**config.mk**
```make
export PLATFORM = sky130hd
export DESIGN_NAME = sad_accumulator
export DESIGN_NICKNAME = d
export VERILOG_FILES = /design/src/rtl/sad_accumulator.sv
export SDC_FILE = /design/constraint.sdc
export NUM_CORES = 1
export LEC_CHECK = 0
export CORE_MARGIN = 2
export CORE_UTILIZATION = 50
export DETAILED_ROUTE_END_ITERATION = 8
export PLACE_DENSITY_LB_ADDON = 0.2
export SLEW_MARGIN = 30
export SYNTH_ARGS = -nofsm -noshare
export SYNTH_HDL_FRONTEND = slang
export SYNTH_SLANG_ARGS = --single-unit
export TNS_END_PERCENT = 1
```
**constraint.sdc**
```tcl
create_clock -name Clk -period 9.9 [get_ports Clk]
set_clock_uncertainty 0.1 [all_clocks]
set_input_delay 1.98 -clock Clk [delete_from_list [all_inputs] [get_ports Clk]]
set_output_delay 1.98 -clock Clk [all_outputs]
set_load 0.03 [all_outputs]
```
**src/rtl/sad_accumulator.sv**
```systemverilog
// sad_accumulator: pipelined sum-of-absolute-differences engine.
// LANES pixel pairs per beat -> per-lane |A-B| (S1) -> lane sum (S2) ->
// saturating block accumulator. A block of BLOCK_LEN beats is presented
// on a valid/ready result port.
// Optional feature: define SAD_MIN_TRACK_EN to track the minimum block SAD
// and its index. Without it, Min_sad/Min_idx are constant 0.
//
// Handshake rule (both ports): a transfer happens on a rising edge where
// valid && ready are both 1. The producer holds its data stable while valid
// is high and not yet accepted. ready never depends combinationally on valid.
module sad_accumulator #(
   parameter int DATA_W    = 8,
   parameter int LANES     = 4,
   parameter int BLOCK_LEN = 16,
   parameter int ACC_W     = 24,
   parameter int IDX_W     = 8
) (
   input  logic                    Clk,
   input  logic                    Rst_n,
   input  logic                    Clear,
   input  logic                    In_valid,
   output logic                    In_ready,
   input  logic [LANES*DATA_W-1:0] In_A,
   input  logic [LANES*DATA_W-1:0] In_B,
   output logic                    Out_valid,
   input  logic                    Out_ready,
   output logic [ACC_W-1:0]        Out_sad,
   output logic [IDX_W-1:0]        Out_idx,
   output logic                    Out_sat,
   output logic [ACC_W-1:0]        Min_sad,
   output logic [IDX_W-1:0]        Min_idx,
   output logic [1:0]              Dbg_state
);

   localparam int SUM_W = DATA_W + $clog2(LANES);
   localparam int CNT_W = (BLOCK_LEN > 1) ? $clog2(BLOCK_LEN) : 1;

   typedef enum logic [1:0] {
      IDLE  = 2'd0,
      ACCUM = 2'd1,
      DRAIN = 2'd2,
      DONE  = 2'd3
   } state_t;

   state_t               state_q, state_d;
   logic                 ready_en;
   logic                 accept;
   logic                 beat_last;
   logic                 done_hs;
   logic [CNT_W-1:0]     beat_cnt;
   logic                 drain_q;

   logic [DATA_W-1:0]    diff_d [LANES];
   logic [DATA_W-1:0]    s1_diff [LANES];
   logic                 s1_v;
   logic [SUM_W-1:0]     lane_sum;
   logic [SUM_W-1:0]     s2_sum;
   logic                 s2_v;

   logic [ACC_W:0]       acc_sum;
   logic [ACC_W-1:0]     acc_q;
   logic                 sat_q;
   logic [IDX_W-1:0]     idx_q;

   // ready_en holds In_ready low while in reset and through the first edge after it
   assign accept    = In_valid && ready_en && !Clear &&
                      ((state_q == IDLE) || (state_q == ACCUM));
   assign beat_last = (beat_cnt == CNT_W'(BLOCK_LEN - 1));
   assign done_hs   = (state_q == DONE) && Out_ready && !Clear;
   assign Dbg_state = state_q;

   // Register the input-ready enable so In_ready rises on the first clock after reset
   always_ff @(posedge Clk or negedge Rst_n) begin
      if (!Rst_n) ready_en <= 1'b0;
      else        ready_en <= 1'b1;
   end

   // FSM state register; Clear forces IDLE
   always_ff @(posedge Clk or negedge Rst_n) begin
      if (!Rst_n)     state_q <= IDLE;
      else if (Clear) state_q <= IDLE;
      else            state_q <= state_d;
   end

   // FSM next state and handshake outputs
   always_comb begin
      state_d   = state_q;
      In_ready  = 1'b0;
      Out_valid = 1'b0;
      case (state_q)
         IDLE, ACCUM: begin
            In_ready = ready_en;
            if (accept) state_d = beat_last ? DRAIN : ACCUM;
         end
         DRAIN: begin
            if (drain_q) state_d = DONE;
         end
         DONE: begin
            Out_valid = 1'b1;
            if (Out_ready) state_d = IDLE;
         end
         default: state_d = IDLE;
      endcase
   end

   // Beat counter within a block and the two-cycle drain timer
   always_ff @(posedge Clk or negedge Rst_n) begin
      if (!Rst_n) begin
         beat_cnt <= '0;
         drain_q  <= 1'b0;
      end else if (Clear) begin
         beat_cnt <= '0;
         drain_q  <= 1'b0;
      end else begin
         if (accept) beat_cnt <= beat_last ? '0 : beat_cnt + 1'b1;
         drain_q <= (state_q == DRAIN) && !drain_q;
      end
   end

   // Per-lane unsigned absolute difference of the incoming beat
   always_comb begin
      for (int i = 0; i < LANES; i++) begin
         diff_d[i] = (In_B[i*DATA_W +: DATA_W] < In_A[i*DATA_W +: DATA_W]) ?
                     (In_A[i*DATA_W +: DATA_W] - In_B[i*DATA_W +: DATA_W]) :
                     (In_B[i*DATA_W +: DATA_W] - In_A[i*DATA_W +: DATA_W]);
      end
   end

   // Sum of the S1 lane differences; SUM_W is wide enough that it cannot overflow
   always_comb begin
      lane_sum = '0;
      for (int i = 0; i < LANES; i++) lane_sum = lane_sum + SUM_W'(s1_diff[i]);
   end

   // S1 and S2 pipeline registers; only the valids need clearing on abort
   always_ff @(posedge Clk or negedge Rst_n) begin
      if (!Rst_n) begin
         s1_v   <= 1'b0;
         s2_v   <= 1'b0;
         s2_sum <= '0;
         for (int i = 0; i < LANES; i++) s1_diff[i] <= '0;
      end else if (Clear) begin
         s1_v <= 1'b0;
         s2_v <= 1'b0;
      end else begin
         s1_v <= accept;
         s2_v <= s1_v;
         if (accept) begin
            for (int i = 0; i < LANES; i++) s1_diff[i] <= diff_d[i];
         end
         if (s1_v) s2_sum <= lane_sum;
      end
   end

   assign acc_sum = {1'b0, acc_q} + (ACC_W+1)'(s2_sum);

   // Saturating accumulator, sticky saturation flag and block index
   always_ff @(posedge Clk or negedge Rst_n) begin
      if (!Rst_n) begin
         acc_q <= '0;
         sat_q <= 1'b0;
         idx_q <= '0;
      end else if (Clear) begin
         acc_q <= '0;
         sat_q <= 1'b0;
         idx_q <= '0;
      end else if (done_hs) begin
         acc_q <= '0;
         sat_q <= 1'b0;
         idx_q <= idx_q + 1'b1;
      end else if (s2_v) begin
         if (acc_sum[ACC_W]) begin
            acc_q <= '1;
            sat_q <= 1'b1;
         end else begin
            acc_q <= acc_sum[ACC_W-1:0];
         end
      end
   end

   assign Out_sad = acc_q;
   assign Out_sat = sat_q;
   assign Out_idx = idx_q;

`ifdef SAD_MIN_TRACK_EN
   logic [ACC_W-1:0] min_sad_q;
   logic [IDX_W-1:0] min_idx_q;

   // Running minimum over consumed blocks; strict compare keeps the earlier index on ties
   always_ff @(posedge Clk or negedge Rst_n) begin
      if (!Rst_n) begin
         min_sad_q <= '1;
         min_idx_q <= '0;
      end else if (Clear) begin
         min_sad_q <= '1;
         min_idx_q <= '0;
      end else if (done_hs && (acc_q < min_sad_q)) begin
         min_sad_q <= acc_q;
         min_idx_q <= idx_q;
      end
   end

   assign Min_sad = min_sad_q;
   assign Min_idx = min_idx_q;
`else
   assign Min_sad = '0;
   assign Min_idx = '0;
`endif

endmodule

```
==> results.toml <==
[status]
status = "finished, final reports clean"

[routing]
wl_met2_um = 6460
wl_met1_um = 6560
drt-total-wl_um = 13700
wl_per_cell_um = 12.1
drc = 0
dr_total_vias = 5626
met3WireLength_um = 461
first_pass_iters = 5
ant_nets = 0
routed.top_layer = "met4"
drtIter0Drc = 230
via_per_inst = 4.97

[final_layout]
final_cell_mix = "inv_1 (131), clkdlybuf4s50_1 (104), dfrtp_1 (85)"
final_net_count = 1118
final_common_cell = "inv_1"
drive_gt1_share_pct = 3.80
fill_cells = 1307
diodes = 0
synthToLayoutAreaGrowth_pct = 18.4

[grt]
grt_max_degree = 86
grt_pass1_wl_um = 24200
antenna_found_initial = 0
first_global_vias = 5427
overflow = 0
grtUsageTotal_pct = 18.0

[hold_path]
min-delay-path-class = "reg2reg"

[clock_network]
clock_sinks = 85
cts_buffers = 9
clk_latency_ns = 0.33
root_buffer = "clkbuf_16"
cts_tree = "built"
ctsHoldBuffers = 0
htreeDepth = 3
cts_resized = 0
clkTransAtPathRegs_ns = 0.06
cts_setup_buffers = 0
cts_buffer_depth = 2

[timing]
max_slew_margin_pct = 49.8
fin_crit_sh_pct = 43.3
fin_setup_tns_ns = 0
slew_violations = 0
rsz0062_at_grt = "no"
max_freq_ghz = 0.233
worstMarginPinSlew_ns = 0.753
holdWs_ns = 0.336
final_hold_viol_count = 0
finalWorstSetupSlack_ns = 5.62
period_needed_ns = 4.28
setup_viol = 0

[place]
gp_congestion = 0.873
io_buffers = 105
pre_cts_slack_ns = 5.28
place_hpwl_um = 10800

[yosys]
ys_ff_latch = 85
async_flop_share_pct = 100
ys_types = 55
synth_edf_count = 0
ys.warnings.count = 0
synthesis.area_um2 = 7380
synth_ff_type = "dfrtp_1"
synthCells = 850
postSynthAreaPerCell_um2 = 8.69
yosysSeqAreaShare_pct = 28.8

[setup_path]
crit_required_ns = 9.99
worstSetupPathType = "in2reg"
endpoint_kind = "flip-flop"
start_kind = "primary input"
path_max_fanout = 7
critPathArrivalTime_ns = 4.37

[run]
drv_cap = 0

[floorplanning]
die_w_um = 126
rows = 44
start_util_pct = 51.0
core_um2 = 14500
io_pins = 138
die_area_um2 = 15800
die_h_um = 126

[power]
total_power_mw = 1.45
p_leak_nw = 4.37
powerDensity_nw_per_um2 = 166
peakVddDrop_mv = 0.100
==> worst paths after layout <==
| kind | to | cells after the start | slack [ns] | from |
|---|---|---|---|---|
| worst max-delay path | s1_diff[14] | 11 | 5.62 | In_B[16] |
| worst min-delay path | drain_q | 1 | 0.34 | drain_q |
| worst max register to register | Out_sad[9] | 9 | 6.60 | Out_sad[0] |
| worst min register to register | drain_q | 1 | 0.34 | drain_q |
| max in group asynchronous | s1_diff[12] | 1 | 7.60 | Rst_n |
| min in group asynchronous | Out_idx[5] | 1 | 1.60 | Rst_n |
==> cell families after synthesis <==
family / count (synthesis) / synth area share (%)
AO/OA/AOI/OAI: 188 / 15.7
XOR/XNOR: 54 / 6.41
adder cells (fa/ha/maj): 106 / 20.5
buffers and inverters: 185 / 11.3
flip-flops: 85 / 28.8
multiplexers: 34 / 4.68
other: 2 / 0.102
AND/OR/NAND/NOR: 196 / 12.6
==> per-stage QoR <==
step | util, % | std cells | cell area (um^2)
finish | 60.4 | 1132 | 8740
global route | 60.4 | 1132 | 8740
CTS | 60.4 | 1132 | 8740
detailed placement | 58.4 | 1116 | 8450
global placement | 58.3 | 1116 | 8440
floorplan | - | 881 | 7500
==> state kept, by name, summed over array words and instances, names as in the netlist, 2 cells and up <==
| name | count |
|---|---|
| s1_diff | 32 |
| Out_sad | 24 |
| s2_sum | 10 |
| Out_idx | 8 |
| beat_cnt | 4 |
| Dbg_state | 2 |
==> final cells by class <==
type                       instances  area (um^2)  area share [%]
timing repair buffer             105         1050            12.0
tap                              184          230            2.63
multi-input combinational        611         4550            52.0
clock buffer                      11          243            2.78
clock inverter                     5         50.0           0.572
sequential                        85         2130            24.3
inverter                         131          492            5.62
==> synth_stat cells, types with 2 or more instances <==
| library cell | number | area, um^2 |
|---|---|---|
| a2111oi_0 | 2 | 17.5 |
| a211oi_2 | 2 | 25.0 |
| a21o_1 | 15 | 113 |
| a21oi_1 | 48 | 240 |
| a31oi_1 | 7 | 43.8 |
| and2_1 | 2 | 12.5 |
| and3_1 | 4 | 25.0 |
| and4_1 | 2 | 17.5 |
| buf_4 | 34 | 255 |
| clkbuf_1 | 17 | 63.8 |
| conb_1 | 2 | 7.51 |
| dfrtp_1 | 85 | 2130 |
| fa_1 | 25 | 500 |
| ha_1 | 81 | 1010 |
| inv_1 | 131 | 492 |
| mux2_2 | 4 | 45.0 |
| mux2i_1 | 30 | 300 |
| nand2_1 | 71 | 267 |
| nand2b_1 | 7 | 43.8 |
| nand3_1 | 13 | 65.1 |
| nand4_1 | 8 | 50.1 |
| nor2_1 | 46 | 173 |
| nor2b_1 | 11 | 68.8 |
| nor3_1 | 11 | 55.1 |
| nor3b_1 | 2 | 15.0 |
| nor4_1 | 4 | 25.0 |
| o211a_1 | 2 | 20.0 |
| o21ai_0 | 71 | 355 |
| o21ai_1 | 5 | 25.0 |
| o21bai_1 | 5 | 37.5 |
| o21bai_2 | 2 | 22.5 |
| o22ai_1 | 9 | 56.3 |
| o31a_1 | 2 | 17.5 |
| o31ai_4 | 2 | 42.5 |
| o41ai_1 | 7 | 61.3 |
| or2_2 | 4 | 25.0 |
| or3_1 | 7 | 43.8 |
| xnor2_1 | 40 | 350 |
| xor2_1 | 14 | 123 |
==> critical path, cell delays in order <==
cell	delay, ns
clkdlybuf4s50_1	0.47
inv_1	0.04
ha_1	0.20
fa_1	0.40
nor2b_1	0.13
o21ai_0	0.12
o22ai_1	0.31
o21bai_2	0.23
a31oi_1	0.25
xnor2_1	0.14
o21ai_0	0.09
==> routing by layer <==
metal,up-vias,global-route usage (%)
met5,-,0
met4,0,4.58
met3,11,2.65
met2,90,30.7
met1,2577,24.2
li1,2948,-
==> power breakdown <==
part / switching [mW] / internal (mW)
clock network: 0.129 / 0.201
logic: 0.363 / 0.313
registers: 0.0400 / 0.403
total: 0.532 / 0.916
Power figures use the tool's default switching activity.
